### src/rtl/vend_req_arbiter.sv
// Round-robin front end for a shared vending core: picks one panel, latches
// its operands, walks the core through select/pay and returns the result
// to that panel with a one-cycle ack.
module vend_req_arbiter #(
  parameter int NUM_REQ = 4,
  parameter int TIMEOUT = 15
) (
  input  logic                 clk,
  input  logic                 rst,
  input  logic [NUM_REQ-1:0]   req,
  input  logic [4*NUM_REQ-1:0] req_item,
  input  logic [4*NUM_REQ-1:0] req_noi,
  input  logic [8*NUM_REQ-1:0] req_amt,
  output logic [NUM_REQ-1:0]   ack,
  output logic                 resp_err,
  output logic [7:0]           resp_cost,
  output logic                 busy,
  output logic [2:0]           grant_id,
  output logic                 vm_enable_item,
  output logic                 vm_enable_noi,
  output logic                 vm_enable_amt,
  output logic [3:0]           vm_selected_item,
  output logic [3:0]           vm_num_items,
  output logic [7:0]           vm_entered_amount,
  input  logic                 vm_done,
  input  logic                 vm_error,
  input  logic [7:0]           vm_cost
);

  typedef enum logic [2:0] {IDLE, SEL, CHK, AMT, WAIT, RESP} state_t;

  localparam logic [3:0] TMAX = 4'(TIMEOUT);

  state_t      state_q, state_d;
  logic [2:0]  ptr;
  logic [2:0]  win;
  logic        found;
  logic [3:0]  win_item, win_noi;
  logic [7:0]  win_amt;
  logic        err_q;
  logic [7:0]  cost_q;
  logic [3:0]  tcnt;
  logic        tlast;

  // The counter is about to hit TIMEOUT on this WAIT cycle.
  assign tlast = (tcnt == TMAX - 4'd1);
  assign busy  = (state_q != IDLE);

  // Round-robin pick: nearest requester at or above ptr, wrapping around.
  always_comb begin
    found = 1'b0;
    win   = ptr;
    for (int k = 0; k < NUM_REQ; k++) begin
      for (int i = 0; i < NUM_REQ; i++) begin
        if (!found && req[i] && ((int'(ptr) + k) % NUM_REQ == i)) begin
          found = 1'b1;
          win   = 3'(i);
        end
      end
    end
  end

  // Mux out the winning panel's operand slices.
  always_comb begin
    win_item = '0;
    win_noi  = '0;
    win_amt  = '0;
    for (int i = 0; i < NUM_REQ; i++) begin
      if (win == 3'(i)) begin
        win_item = req_item[4*i +: 4];
        win_noi  = req_noi[4*i +: 4];
        win_amt  = req_amt[8*i +: 8];
      end
    end
  end

  // State register.
  always_ff @(posedge clk or posedge rst) begin
    if (rst) state_q <= IDLE;
    else     state_q <= state_d;
  end

  // Next state plus the core strobes and the response, all decoded from state.
  always_comb begin
    state_d        = state_q;
    vm_enable_item = 1'b0;
    vm_enable_noi  = 1'b0;
    vm_enable_amt  = 1'b0;
    ack            = '0;
    resp_err       = 1'b0;
    resp_cost      = '0;
    case (state_q)
      IDLE: if (found) state_d = SEL;
      SEL: begin
        vm_enable_item = 1'b1;
        vm_enable_noi  = 1'b1;
        state_d        = CHK;
      end
      CHK:  state_d = vm_done ? RESP : AMT;
      AMT: begin
        vm_enable_amt = 1'b1;
        state_d       = WAIT;
      end
      WAIT: if (vm_done || tlast) state_d = RESP;
      RESP: begin
        for (int i = 0; i < NUM_REQ; i++) ack[i] = (grant_id == 3'(i));
        resp_err  = err_q;
        resp_cost = cost_q;
        state_d   = IDLE;
      end
      default: state_d = IDLE;
    endcase
  end

  // Grant, operand latch, result capture, timeout counter and rr pointer.
  always_ff @(posedge clk or posedge rst) begin
    if (rst) begin
      ptr               <= '0;
      grant_id          <= '0;
      vm_selected_item  <= '0;
      vm_num_items      <= '0;
      vm_entered_amount <= '0;
      err_q             <= 1'b0;
      cost_q            <= '0;
      tcnt              <= '0;
    end else begin
      case (state_q)
        IDLE: if (found) begin
          grant_id          <= win;
          vm_selected_item  <= win_item;
          vm_num_items      <= win_noi;
          vm_entered_amount <= win_amt;
          err_q             <= 1'b0;
          cost_q            <= '0;
          tcnt              <= '0;
        end
        CHK: if (vm_done) begin
          err_q  <= 1'b1;
          cost_q <= '0;
        end
        // vm_cost is only valid while enable_amt is high, i.e. now.
        AMT: cost_q <= vm_cost;
        WAIT: begin
          if (vm_done) begin
            err_q <= vm_error;
            if (vm_error) cost_q <= '0;
          end else begin
            if (tcnt != TMAX) tcnt <= tcnt + 4'd1;
            if (tlast) begin
              err_q  <= 1'b1;
              cost_q <= '0;
            end
          end
        end
        RESP: ptr <= (grant_id == 3'(NUM_REQ-1)) ? 3'd0 : grant_id + 3'd1;
        default: ;
      endcase
    end
  end

endmodule

### config.mk
export PLATFORM = sky130hd
export DESIGN_NAME = vend_req_arbiter
export DESIGN_NICKNAME = d
export VERILOG_FILES = /design/src/rtl/vend_req_arbiter.sv
export SDC_FILE = /design/constraint.sdc
export NUM_CORES = 1
export LEC_CHECK = 0
export CORE_MARGIN = 8
export CORE_UTILIZATION = 42
export DETAILED_ROUTE_END_ITERATION = 10
export GPL_TIMING_DRIVEN = 0
export PLACE_DENSITY = 0.85
export SLEW_MARGIN = 15
export SYNTH_ARGS = -nofsm -noshare
export SYNTH_HDL_FRONTEND = slang
export SYNTH_SLANG_ARGS = --single-unit
### constraint.sdc
create_clock -name clk -period 2.2 [get_ports clk]
set_input_delay 0.22 -clock clk [delete_from_list [all_inputs] [get_ports clk]]
set_output_delay 0.22 -clock clk [all_outputs]
set_load 0.005 [all_outputs]
### After elaboration in Yosys (flattened, before gate mapping)

Cells that the tools add are included.

* output and inout bits: 36
* logic and storage cells: 184
* input bits: 80
* register bits after elaboration: 38

* bitwise gates (word level): 3
* add/subtract/negate cells: 5
* equality and inequality tests: 32
* reduce and logical (&&, ||, !) cells: 66
* multiplexer cells: 69

Operators with widths (count)
* 32-bit zero test: 4
* 8-bit two-way mux: 10
* 3-bit two-way mux: 20
* 4-bit two-way mux: 12
* 8-bit one-hot mux with 4 select lines: 1
* 1-bit logical AND: 31
* 3-bit by 2-bit equality test with 1-bit output (second input constant): 9
* 3-bit equality test (second input constant): 8
* 1-bit two-way mux: 23
* 1-bit zero test: 15
* 3-bit one-hot mux with 5 select lines: 1
* 2-bit != test (second input constant): 5
* 3-bit by 1-bit equality test with 1-bit output (second input constant): 3
* 3-bit zero test: 3
* 4-bit one-hot mux with 2 select lines: 1
* 4-bit AND reduction: 2
* 3-bit != test (second input constant): 2
* 3-bit nonzero test: 2
* 2-bit OR reduction: 3
* 5-bit AND reduction: 1
* 2-bit adder (second input constant): 2
* 4-bit by 1-bit adder with 4-bit output (second input constant): 1
* 2-bit equality test (second input constant): 2
* 4-bit equality test (second input constant): 1
* 10 further kinds: 13

### Longest topological paths before layout

* depth after elaboration: 68
* gate-level depth with buffers: 8
* mapped depth without buffers: 7

### Least setup slack after synthesis

Ideal clock, no wire load.

* path type: register -> register
* start point: register ptr[0]
* end point: register vm_entered_amount[0]
* path buffers: 2
* slack: 324 ps
* setup time: 82 ps
* cell stages (with the launch flop): 8
* arrival time: 1794 ps
* required time: 2118 ps
* period minus slack after synthesis: 1876 ps
* cells stage by stage: dfrtp_1 -> buf_2 -> nand2b_1 -> a21boi_1 -> clkbuf_1 -> o31ai_1 -> a31o_1 -> a31oi_1

* cells in the longest elaborated chain, start to end: 68
* elaborated cells on any way between the ends: 112
* classes of those cells: add/sub (3); eq/ne (15); mux (36); bitwise (3); reduce/logical (55)

RTL lines
* start: declaration: RTL line 35 `logic [2:0] ptr;`
* start signal: assignment: RTL line 155 `RESP: ptr <= (grant_id == 3'(NUM_REQ-1)) ? 3'd0 : grant_id + 3'd1;`
* 32-bit zero test: RTL line 55 `if (!found && req[i] && ((int'(ptr) + k) % NUM_REQ == i)) begin`
* 1-bit logical AND: RTL line 55
* 1-bit two-way mux: RTL line 55
* 1-bit zero test: RTL line 55
* 1-bit logical AND (2 in series): RTL line 55
* 1-bit two-way mux: RTL line 55
* 1-bit zero test: RTL line 55
* 1-bit logical AND (2 in series): RTL line 55
* (+45 left out)
* 1-bit zero test: RTL line 55
* 1-bit logical AND (2 in series): RTL line 55
* 1-bit two-way mux: RTL line 55
* 1-bit zero test: RTL line 55
* 1-bit logical AND (2 in series): RTL line 55
* 3-bit two-way mux: RTL line 55
* 3-bit zero test: RTL line 69 `if (win == 3'(i)) begin`
* 8-bit two-way mux (4 in series): RTL line 69
* end signal: assignment: RTL line 132 `vm_entered_amount <= win_amt;`
* end: declaration: RTL line 24 `output logic [7:0] vm_entered_amount,`

Several ways; a longest one is shown, not always the timed one.
A chain may end at the register's enable or synchronous reset.

### Final worst setup path

* start point: input req[1]
* end point: register vm_entered_amount[0]

* cells in the longest elaborated chain, start to end: 64
* elaborated cells on any way between the ends: 83
* classes of those cells: eq/ne (3); mux (34); reduce/logical (46)

RTL lines
* start: declaration: RTL line 10 `input logic [NUM_REQ-1:0] req,`
* 1-bit logical AND (2 in series): RTL line 55
* 1-bit two-way mux: RTL line 55
* 1-bit zero test: RTL line 55
* 1-bit logical AND (2 in series): RTL line 55
* 1-bit two-way mux: RTL line 55
* 1-bit zero test: RTL line 55
* 1-bit logical AND (2 in series): RTL line 55
* 1-bit two-way mux: RTL line 55
* (+40 left out)
* 1-bit zero test: RTL line 55
* 1-bit logical AND (2 in series): RTL line 55
* 1-bit two-way mux: RTL line 55
* 1-bit zero test: RTL line 55
* 1-bit logical AND (2 in series): RTL line 55
* 3-bit two-way mux: RTL line 55
* 3-bit zero test: RTL line 69
* 8-bit two-way mux (4 in series): RTL line 69

Several ways; a longest one is shown, not always the timed one.

==> results summary <==
The run finished with clean final reports. The post-synthesis average cell area came out at 8.37 sq um. The endpoint of the lowest-slack register-to-register path is vm_entered_amount[0]. The per-cell routed wire length came out at 17.6 microns. The initial antenna violation count came out at 0.

The register-to-register setup slack is 170 ps. For this configuration, the core starts out at a cell density of 0.427. The number of max-slew violations in the final report came out at 0.

The worst setup path is launched from an input pin. The total number of vias came out at approximately 2,800. The fmax is about 480 MHz.

Summed over all instances, the cell type with the most area after synthesis is dfrtp_1. The placeable core region came out at 5820 sq um. The net count of the mapped netlist came out at between 300 and 400. In this run the clock root is driven by a clkbuf_8.

Among all flip-flop cells after synthesis, the most frequent one is dfrtp_1. The logic depth of the worst register-to-register path is 7. Counting the buffers created by CTS gives 5. The first-pass GRT wire length came out at 14.3 mm. The number of inserted diodes came out at 0.

In the finished design, the share of the clock period the worst path needs comes to 0.957. Setup repair after global routing left no endpoint under its margin. The total number of placement rows is 28.

Counting flops with a built-in enable in the synthesized netlist gives 0. The leakage dissipation is between 1.5 and 2 nW. The first TritonRoute pass finished after 4 iterations.

The fraction of synthesized cell area taken by the top area cell type is 0.373. The global-route congestion overflow total came out at 0. The library cell used most frequently in the layout, excluding fill and tap cells, is clkdlybuf4s50_1. The number of fill cells is around 490.

The number of global-route vias before repair is between 3,000 and 4,000. Dividing total power by cell area gives a power density of 1030 nW/um^2. The wire-length estimate of the detail-placed layout is 6.61 mm. The top cell types in the final layout, fill and taps aside, are clkdlybuf4s50_1, dfrtp_1, nor2_1, nand2_1. After clock tree synthesis, the clock-pin slew on the worst setup and hold paths is 80 ps. The sequential-to-total area share from yosys stat is 0.373. The aggregate global-route resource usage came out at 0.202.

The global placer's final weighted congestion came out at 0.810. The startpoint identified for the worst register-to-register timing path is ptr[1]. The worst endpoint required time is about 2400 ps.

The number of instances in the synthesized netlist came out at 297. Clock skew on the completed layout was measured at roughly 6.8 ps. The chip width is 92.9 microns. CTS built an H-tree with a depth of 2.

The final critical delay including setup and external delays came out at 2100 ps. Once detail routing completed, the nets flagged for antenna violations numbered 0. The max-cap check violation count is 0. STA puts the critical path data arrival time at 2320 ps.

The number of failing hold endpoints at the final stage came to 0. The die extent in y is 92.9 microns. The die covers 8630 sq um. The source-to-sink clock delay at the later pin of the worst-skew pair came out at 290 ps. In this run the worst setup path begins at req[1]. The count of distinct cell types in the synthesized netlist came out at 48. The transition time of the tightest slew-check pin is about 500 ps. The yosys synthesis warning count came out at 0. The smallest setup slack after layout is 95.2 ps. The area growth from synthesis to layout is 58.9%. Setup violations remaining at the end of the flow were counted as 0. The worst slack at placement is -424 ps.

The critical path class is input pin to flop. The first-iteration detailed-routing DRC count came out at about 240. The post-route total power came out at a little over 4 mW. Sorting the synthesized cells by area gives the leading types as dfrtp_1, a31o_1, o31ai_1, a21oi_1, nor2_1.

The worst setup path is captured at a flop. The normalized max-slew margin is 0.666. The number of buffers inserted for hold repair after clock tree synthesis came out at 0. In this run the worst hold path is classified as input pin to asynchronous set/reset pin. The via density per instance is 5.59. The quantity of I/O buffers inserted on ports came out at roughly 120. The summed instance area of the synthesized netlist is 2480 sq um. The total I/O pin count is 116.

TritonCTS built the clock tree. The worst-case clock buffer depth came out at 2. For this run, the post-layout net count is 507.

Entering global routing, the biggest net connects 38 pins. The total number of clock tree sinks came out at 37. The maximum fanout count along the critical path is 10.

The proportion of register bits with asynchronous set or reset after synthesis came out at 1.00. The worst IR drop on VDD came out at 0.485 mV. The share of post-route cells with drive strength above 1 came out at 0.121.

The synthesized design contains 37 register bits. After detailed routing, the number of remaining DRC violations is 0. For this block, the routed nets add up to around 8.7 mm of wire.
==> worst max-delay path by stage <==
stage | endpoint | slack, ps
floorplan | vm_entered_amount[0] | 320
CTS | vm_entered_amount[0] | 10
global placement | vm_entered_amount[1] | -360
detailed placement | vm_entered_amount[0] | -420
global route | vm_entered_amount[2] | 10
finish | vm_entered_amount[0] | 100
==> cell type report <==
| class | instances | area (sq um) | area share |
|---|---|---|---|
| Sequential cell | 37 | 928 | 0.235 |
| Tap cell | 75 | 93.8 | 0.0238 |
| Buffer | 23 | 140 | 0.0355 |
| Multi-Input combinational cell | 227 | 1470 | 0.371 |
| Clock buffer | 6 | 82.6 | 0.0209 |
| Inverter | 8 | 30.0 | 0.00760 |
| Timing Repair Buffer | 119 | 1190 | 0.302 |
| Clock inverter | 2 | 13.8 | 0.00349 |
==> through the flow <==
| stage | util | std cells | TNS, ps | area [sq um] | hold WS (ps) |
|---|---|---|---|---|---|
| after floorplan | - | 297 | 0 | 2480 | 360 |
| after global placement | 0.641 | 487 | -5720 | 3730 | 475 |
| after detailed placement | 0.645 | 488 | -8450 | 3750 | 474 |
| after CTS | 0.670 | 497 | 0 | 3890 | 272 |
| after global routing | 0.679 | 497 | 0 | 3950 | 274 |
| final | 0.679 | 497 | 0 | 3950 | 253 |
==> cell usage after synthesis (2+ instances only) <==
master / count
dfrtp_1: 37
nor2_1: 30
nand2_1: 27
a21oi_1: 24
o21ai_0: 22
o31ai_1: 17
a31o_1: 16
a31oi_1: 16
clkbuf_1: 12
buf_2: 10
and2_1: 9
a22o_1: 8
and3_1: 8
inv_1: 8
ha_1: 6
nand2b_1: 6
nor2b_1: 4
buf_6: 2
mux2_2: 2
nand3_1: 2
or2_1: 2
or4b_1: 2
xor2_1: 2
==> flip-flops by register name (all words and copies together), names as in the netlist <==
signal             flops
vm_entered_amount      8
vm_selected_item       4
ptr                    2
vm_num_items           4
state_q                3
cost_q                 8
grant_id               3
tcnt                   4
err_q                  1
==> logic make-up (layout without fill, tap and decap cells) <==
logic type,after synthesis,after routing,synth area share
compound gates,119,119,0.324
simple gates,98,98,0.194
flops,37,37,0.373
buf+inv,33,158,0.0624
fa+ha+maj,6,6,0.0302
xor+xnor,2,2,0.00705
mux,2,2,0.00906
==> layer usage <==
layer / GRT usage / share of wire / vias up
li1: - / - / 1327
met1: 0.244 / 0.42 / 1314
met2: 0.324 / 0.49 / 125
met3: 0.0720 / 0.082 / 13
met4: 0.0711 / 0.012 / 0
met5: 0 / 0 / -
==> what timing repair did <==
action                     4_1_cts  5_1_grt
gates resized for setup         11       22
buffers inserted                 2        1
pin swaps                        0        1
hold endpoints to repair         0        0
setup endpoints to repair       26       38
==> worst max-delay path, cell delays in order <==
cell	delay, ps
clkdlybuf4s50_1	460
or4b_1	520
a31o_2	310
and2_4	180
buf_6	130
buf_6	140
a31o_1	170
a31oi_1	180
==> power by group <==
group | internal, mW | switching (mW)
clock | 0.254 | 0.256
combinational | 1.20 | 1.20
sequential | 0.976 | 0.198
No activity file was read; power rests on OpenSTA's default activity.
